**src/rtl/spmv_mem_arbiter.sv**
```systemverilog
`default_nettype none
// ============================================================================
// Module      : spmv_mem_arbiter
// Description : Shares the single DCP memory request/response port between
//               the dense-vector prefetcher (port 0) and the CISR sparse-
//               matrix streamer (port 1). Requests are arbitrated round-robin
//               combinationally and tagged with the lowest free transaction
//               ID. An owner/tag table per ID routes each response back to
//               the issuing requester one cycle after it arrives.
// Ports       : clk, rst_n (sync, active-low)
//               i_req{0,1}_val/_addr/_tag, o_req{0,1}_rdy : requester side
//               o_mem_req_val/_transid/_addr, i_mem_req_rdy : memory request
//               i_mem_resp_val/_transid/_data               : memory response
//               o_resp{0,1}_val, o_resp_tag, o_resp_data    : routed response
//               o_inflight  : number of busy transaction IDs
//               o_err_unexp : one-cycle pulse on an unexpected response
// Revision    : 1.0 - initial release
// ============================================================================
module spmv_mem_arbiter #(
    parameter int NUM_TIDS = 8,
    parameter int TAG_W    = 4,
    parameter int ADDR_W   = 40,
    parameter int DATA_W   = 512
) (
    input  logic              clk,
    input  logic              rst_n,
    // requester 0: dense-vector prefetcher
    input  logic              i_req0_val,
    output logic              o_req0_rdy,
    input  logic [ADDR_W-1:0] i_req0_addr,
    input  logic [TAG_W-1:0]  i_req0_tag,
    // requester 1: sparse-matrix streamer
    input  logic              i_req1_val,
    output logic              o_req1_rdy,
    input  logic [ADDR_W-1:0] i_req1_addr,
    input  logic [TAG_W-1:0]  i_req1_tag,
    // memory request
    output logic              o_mem_req_val,
    input  logic              i_mem_req_rdy,
    output logic [5:0]        o_mem_req_transid,
    output logic [ADDR_W-1:0] o_mem_req_addr,
    // memory response
    input  logic              i_mem_resp_val,
    input  logic [5:0]        i_mem_resp_transid,
    input  logic [DATA_W-1:0] i_mem_resp_data,
    // routed response
    output logic              o_resp0_val,
    output logic              o_resp1_val,
    output logic [TAG_W-1:0]  o_resp_tag,
    output logic [DATA_W-1:0] o_resp_data,
    // status
    output logic [6:0]        o_inflight,
    output logic              o_err_unexp
);

    localparam int IDX_W = (NUM_TIDS > 1) ? $clog2(NUM_TIDS) : 1;

    // ------------------------------------------------------------------
    // State
    // ------------------------------------------------------------------
    logic [NUM_TIDS-1:0] r_busy;
    logic [NUM_TIDS-1:0] r_owner;               // 0 = port 0, 1 = port 1
    logic [TAG_W-1:0]    r_tag [NUM_TIDS];
    logic                r_last_grant;          // port granted most recently
    logic                r_resp0_val;
    logic                r_resp1_val;
    logic [TAG_W-1:0]    r_resp_tag;
    logic [DATA_W-1:0]   r_resp_data;
    logic [6:0]          r_inflight;
    logic                r_err_unexp;

    // ------------------------------------------------------------------
    // Request path (combinational)
    // ------------------------------------------------------------------
    logic             w_free_any;
    logic [IDX_W-1:0] w_free_idx;
    logic             w_winner;
    logic             w_grant;

    assign w_free_any = ~(&r_busy);

    // Lowest-index free ID: scan from the top so the lowest match wins.
    always_comb begin
        w_free_idx = '0;
        for (int i = NUM_TIDS - 1; i >= 0; i--) begin
            if (!r_busy[i]) begin
                w_free_idx = IDX_W'(i);
            end
        end
    end

    // On contention the port that was not granted last wins; otherwise the
    // sole valid port wins.
    always_comb begin
        w_winner = 1'b0;
        if (i_req0_val && i_req1_val) begin
            w_winner = ~r_last_grant;
        end else if (i_req1_val) begin
            w_winner = 1'b1;
        end
    end

    // mem_req_val deliberately excludes i_mem_req_rdy (valid/ready rule).
    assign o_mem_req_val     = (i_req0_val | i_req1_val) & w_free_any;
    assign w_grant           = o_mem_req_val & i_mem_req_rdy;
    assign o_req0_rdy        = w_grant & ~w_winner;
    assign o_req1_rdy        = w_grant &  w_winner;
    assign o_mem_req_addr    = w_winner ? i_req1_addr : i_req0_addr;
    assign o_mem_req_transid = 6'(w_free_idx);

    // ------------------------------------------------------------------
    // Response lookup
    // ------------------------------------------------------------------
    logic [IDX_W-1:0] w_resp_idx;
    logic             w_resp_in_range;
    logic             w_resp_hit;

    assign w_resp_idx      = i_mem_resp_transid[IDX_W-1:0];
    // 7-bit compare so NUM_TIDS = 64 does not wrap to zero.
    assign w_resp_in_range = ({1'b0, i_mem_resp_transid} < 7'(NUM_TIDS));
    assign w_resp_hit      = i_mem_resp_val & w_resp_in_range & r_busy[w_resp_idx];

    // ------------------------------------------------------------------
    // Sequential state
    // ------------------------------------------------------------------
    // A granted ID is always free and a hit ID is always busy, so the set
    // and clear below can never target the same bit in one cycle.
    always_ff @(posedge clk) begin
        if (!rst_n) begin
            r_busy       <= '0;
            r_owner      <= '0;
            for (int i = 0; i < NUM_TIDS; i++) begin
                r_tag[i] <= '0;
            end
            r_last_grant <= 1'b1;               // port 0 wins first contention
            r_resp0_val  <= 1'b0;
            r_resp1_val  <= 1'b0;
            r_resp_tag   <= '0;
            r_resp_data  <= '0;
            r_inflight   <= '0;
            r_err_unexp  <= 1'b0;
        end else begin
            if (w_grant) begin
                r_busy[w_free_idx]  <= 1'b1;
                r_owner[w_free_idx] <= w_winner;
                r_tag[w_free_idx]   <= w_winner ? i_req1_tag : i_req0_tag;
                r_last_grant        <= w_winner;
            end
            if (w_resp_hit) begin
                r_busy[w_resp_idx] <= 1'b0;
                r_resp_tag         <= r_tag[w_resp_idx];
                r_resp_data        <= i_mem_resp_data;
            end
            r_resp0_val <= w_resp_hit & ~r_owner[w_resp_idx];
            r_resp1_val <= w_resp_hit &  r_owner[w_resp_idx];
            r_err_unexp <= i_mem_resp_val & ~w_resp_hit;
            // Tracks popcount(busy); grant and free in one cycle cancel out.
            r_inflight  <= r_inflight + 7'(w_grant) - 7'(w_resp_hit);
        end
    end

    assign o_resp0_val = r_resp0_val;
    assign o_resp1_val = r_resp1_val;
    assign o_resp_tag  = r_resp_tag;
    assign o_resp_data = r_resp_data;
    assign o_inflight  = r_inflight;
    assign o_err_unexp = r_err_unexp;

endmodule
`default_nettype wire

```
**config.mk**
```make
export PLATFORM = sky130hd
export DESIGN_NAME = spmv_mem_arbiter
export DESIGN_NICKNAME = d
export VERILOG_FILES = /design/src/rtl/spmv_mem_arbiter.sv
export SDC_FILE = /design/constraint.sdc
export NUM_CORES = 1
export LEC_CHECK = 0
export ABC_AREA = 0
export CORE_AREA = 2 2 462 464
export DETAILED_ROUTE_END_ITERATION = 16
export DIE_AREA = 0 0 464 466
export GPL_ROUTABILITY_DRIVEN = 0
export GPL_TIMING_DRIVEN = 0
export RECOVER_POWER = 100
export SYNTH_ARGS = -nofsm -noshare
export SYNTH_HDL_FRONTEND = slang
export SYNTH_SLANG_ARGS = --single-unit
```
**constraint.sdc**
```tcl
create_clock -name clk -period 3.52 [get_ports clk]
set_clock_uncertainty 0.15 [all_clocks]
set_input_delay 0.352 -clock clk [delete_from_list [all_inputs] [get_ports clk]]
set_output_delay 0.352 -clock clk [all_outputs]
set_load 0.01 [all_outputs]
```
==> summary.txt <==
Outcome = completed
Cell Area, Placed = 0.0366 sq mm
Total chip power = 16.8 mW
Synthesized netlist cell count = 2583
Clock network latency to the later pin of the worst-skew pair = 0.71 ns
Crit-path cells = a21boi_4, clkbuf_1, mux2_2, dlygate4sd3_1
Max_cap viols = 0
CP required = 3.02 ns
Tcrit/Tclk final = 0.954
Worst stage delay on the critical path = 0.64 ns
GR met2 Demand/Resource = 0.292
Die width = 464 um
CP bufs+invs = 2
First-pass GRT wire length = 246 mm
Die ar. = 0.216 sq mm
Total CTS buffers = 74
Met1 Use GR = 0.168
TritonCTS clock tree = done
WHS = 0.0670 ns
GR Util met3 = 0.0896
Reg clk slew, reported paths = 0.06 ns
FFs w/ async S/R, synth = 0
Unrepaired setup endpoints after global routing = false
Final hold vios = 0
Most instantiated cells after synthesis = 1052 x nand2_1, 543 x dfxtp_1, 528 x a21oi_1, 72 x clkbuf_1, 60 x buf_2
Max Clock Freq = 0.298 GHz
Gr usage total = 0.174
Largest net degree at the start of global routing = 13
Core Area = 0.211 sq mm
First drt pass iteration count = 6
Most frequent cell after synthesis = nand2_1
Sink Count = 575
Area Overhead vs Synth = 92.9%
Sequential area share after synthesis = 0.556
Root buffer cell = clkbuf_16
Headroom to the max-slew limit = 0.143
Slowest cell on crit path = dlygate4sd3_1
Yosys cell types = 56
Vias in the first global route = 25074
Type of the worst setup path = register to primary output
Post-synth EDFFs = 32
WP data arrival = 2.86 ns
CP Capture Type = primary output
Post-synth top area cell = dfxtp_1
Critical Path Source Type = register
Global route total overflow = 0
Initial antenna violation count = 144
Total Wirelength = 196 mm
Antenna Nets Post-Route = 0
Avg Cell Area, Syn = 8.24 sq um
GR peak layer = met2
Filler Cell Count = 23392
Fin area = 0.0410 sq mm
Number of vias per cell = 3.66
Drt wl/cell = 28.3 um
Leak = 15.2 nW
Final Setup Violations = 0
Initial Utilization = 0.101
Row count = 169
Register bit total from synthesis = 575
Final min period = 3.36 ns
HPWL after detailed placement = 171 mm
CTS max path bufs = 3
Slew Limit Fails = 0
DR iter-0 viols = 1684
Hold crit path type = input port to register
Pwr/cell area = 408 mW/mm^2
Top FF cell, synth = dfxtp_1
H-tree levels = 3
Crit-path leading delay family = buffers and inverters
CP max FO = 10
PortBufs = 1180
Cell Area, Synth = 0.0213 sq mm
Via count = 25368
Die height = 466 um
Share of post-route cells with drive strength above 1 = 0.0647
Peak VDD IR = 386 uV
Number of synthesis warnings = 0
Dominant cells by area after synthesis = dfxtp_1 51%, nand2_1 19%, a21oi_1 12%
Ports = 1187
# DRC = 0
Final nets = 4643
Tightest Pin Transition = 1.25 ns
Share of the synthesized area in the top cell type = 0.511
==> through the flow <==
step	setup TNS, ns	instances	utilization	setup WS, ns
final	0	6939	0.194	0.161
after global routing	0	6928	0.194	0.00209
after CTS	0	6898	0.194	0.00160
after detailed placement	-265.33	6586	0.173	-2.08
after global placement	-521.96	6586	0.173	-2.09
after floorplan	0	2585	-	0.112
==> per-layer routing <==
metal  share of wire  up-vias
met5          0.0029        -
met4           0.069       60
met3            0.12      444
met2            0.47     1622
met1            0.33    11851
li1                -    11391
==> worst paths after layout <==
check,start,to,slack [ns],depth (start not counted)
max,r_last_grant$_SDFFE_PN1P_,o_mem_req_addr[25],0.16,4
min,i_mem_resp_data[389],o_resp_data[389]$_SDFFE_PN0N_,0.07,3
max reg2reg,r_busy[1]$_SDFF_PN0_,o_inflight[6]$_SDFF_PN0_,0.23,14
min reg2reg,o_resp_data[388]$_SDFFE_PN0N_,o_resp_data[388]$_SDFFE_PN0N_,0.30,2
==> cell type report <==
cell class	count	area (sq um)	area share
diodes	39	97.6	0.00238
well taps	2821	3530	0.0860
repair buffers	1364	13600	0.332
clock inverters	33	370	0.00902
flip-flops and latches	575	11800	0.288
multi-input cells	1800	8360	0.204
inverters	18	80.1	0.00195
plain buffers	189	1020	0.0248
clock buffers	99	2110	0.0513
repair inverters	1	8.76	0.000213
==> registers in the layout, summed over array words and instances, names as in the netlist <==
signal and cells:
o_inflight 7, o_resp_data 512, r_owner 8, o_err_unexp 1, r_tag 32, o_resp1_val 1
r_last_grant 1, o_resp_tag 4, r_busy 8, o_resp0_val 1
==> cells in the final DEF, fill, tap and decap left out, types with 6 or more instances in the layout <==
master and instances:
a21oi_1 528, nand3_1 11, buf_6 15, diode_2 39, buf_4 47, edfxtp_1 32
mux2_2 36, mux4_2 6, mux2i_1 18, dfxtp_1 540, nor3_1 7, nor2_1 49
inv_1 17, o21ai_0 13, clkbuf_2 18, nand2_1 1052, clkbuf_8 16, clkinv_2 11
dlygate4sd3_1 734, clkbuf_1 117, clkbuf_16 74, clkdlybuf4s50_1 625, nor2b_1 8
==> worst reg2reg max path, stage by stage (launching register included) <==
cell and delay [ns]:
dfxtp_2 0.42, mux2i_1 0.12, a21oi_2 0.25, nand3_4 0.24, inv_12 0.19, ha_4 0.22
inv_1 0.08, ha_4 0.19, inv_1 0.07, fa_1 0.37, nor2b_1 0.15, o21ai_0 0.12
a21oi_1 0.23, mux2i_1 0.26, nand2_1 0.07
==> power by group <==
group / switching [mW] / leakage [nW] / internal (mW) / total (mW)
combinational: 1.01 / 9.32 / 1.15 / 2.16
sequential: 0.0681 / 4.72 / 6.68 / 6.75
clock: 3.42 / 1.21 / 4.42 / 7.84
==> cell families (layout without fill, tap and decap cells) <==
kind of cell,after synthesis,after routing,share of synthesized area
muxes,65,65,0.0365
xor gates and xnor gates,1,1,0.000412
DFF,575,575,0.556
buffers and inverters,210,1704,0.0540
AOI/OAI and AO/OA,570,570,0.138
other,1,42,0.000176
and+or+nand+nor,1153,1153,0.210
adders and majority gates,8,8,0.00506
==> timing repair <==
action,CTS,global route
pin swaps,1,3
hold buffers,179,0
gates cloned,1,0
setup buffers,3,2
gates resized for setup,21,7
hold endpoints to repair,180,0
setup endpoints to repair,89,2
Power figures use the tool's default switching activity.
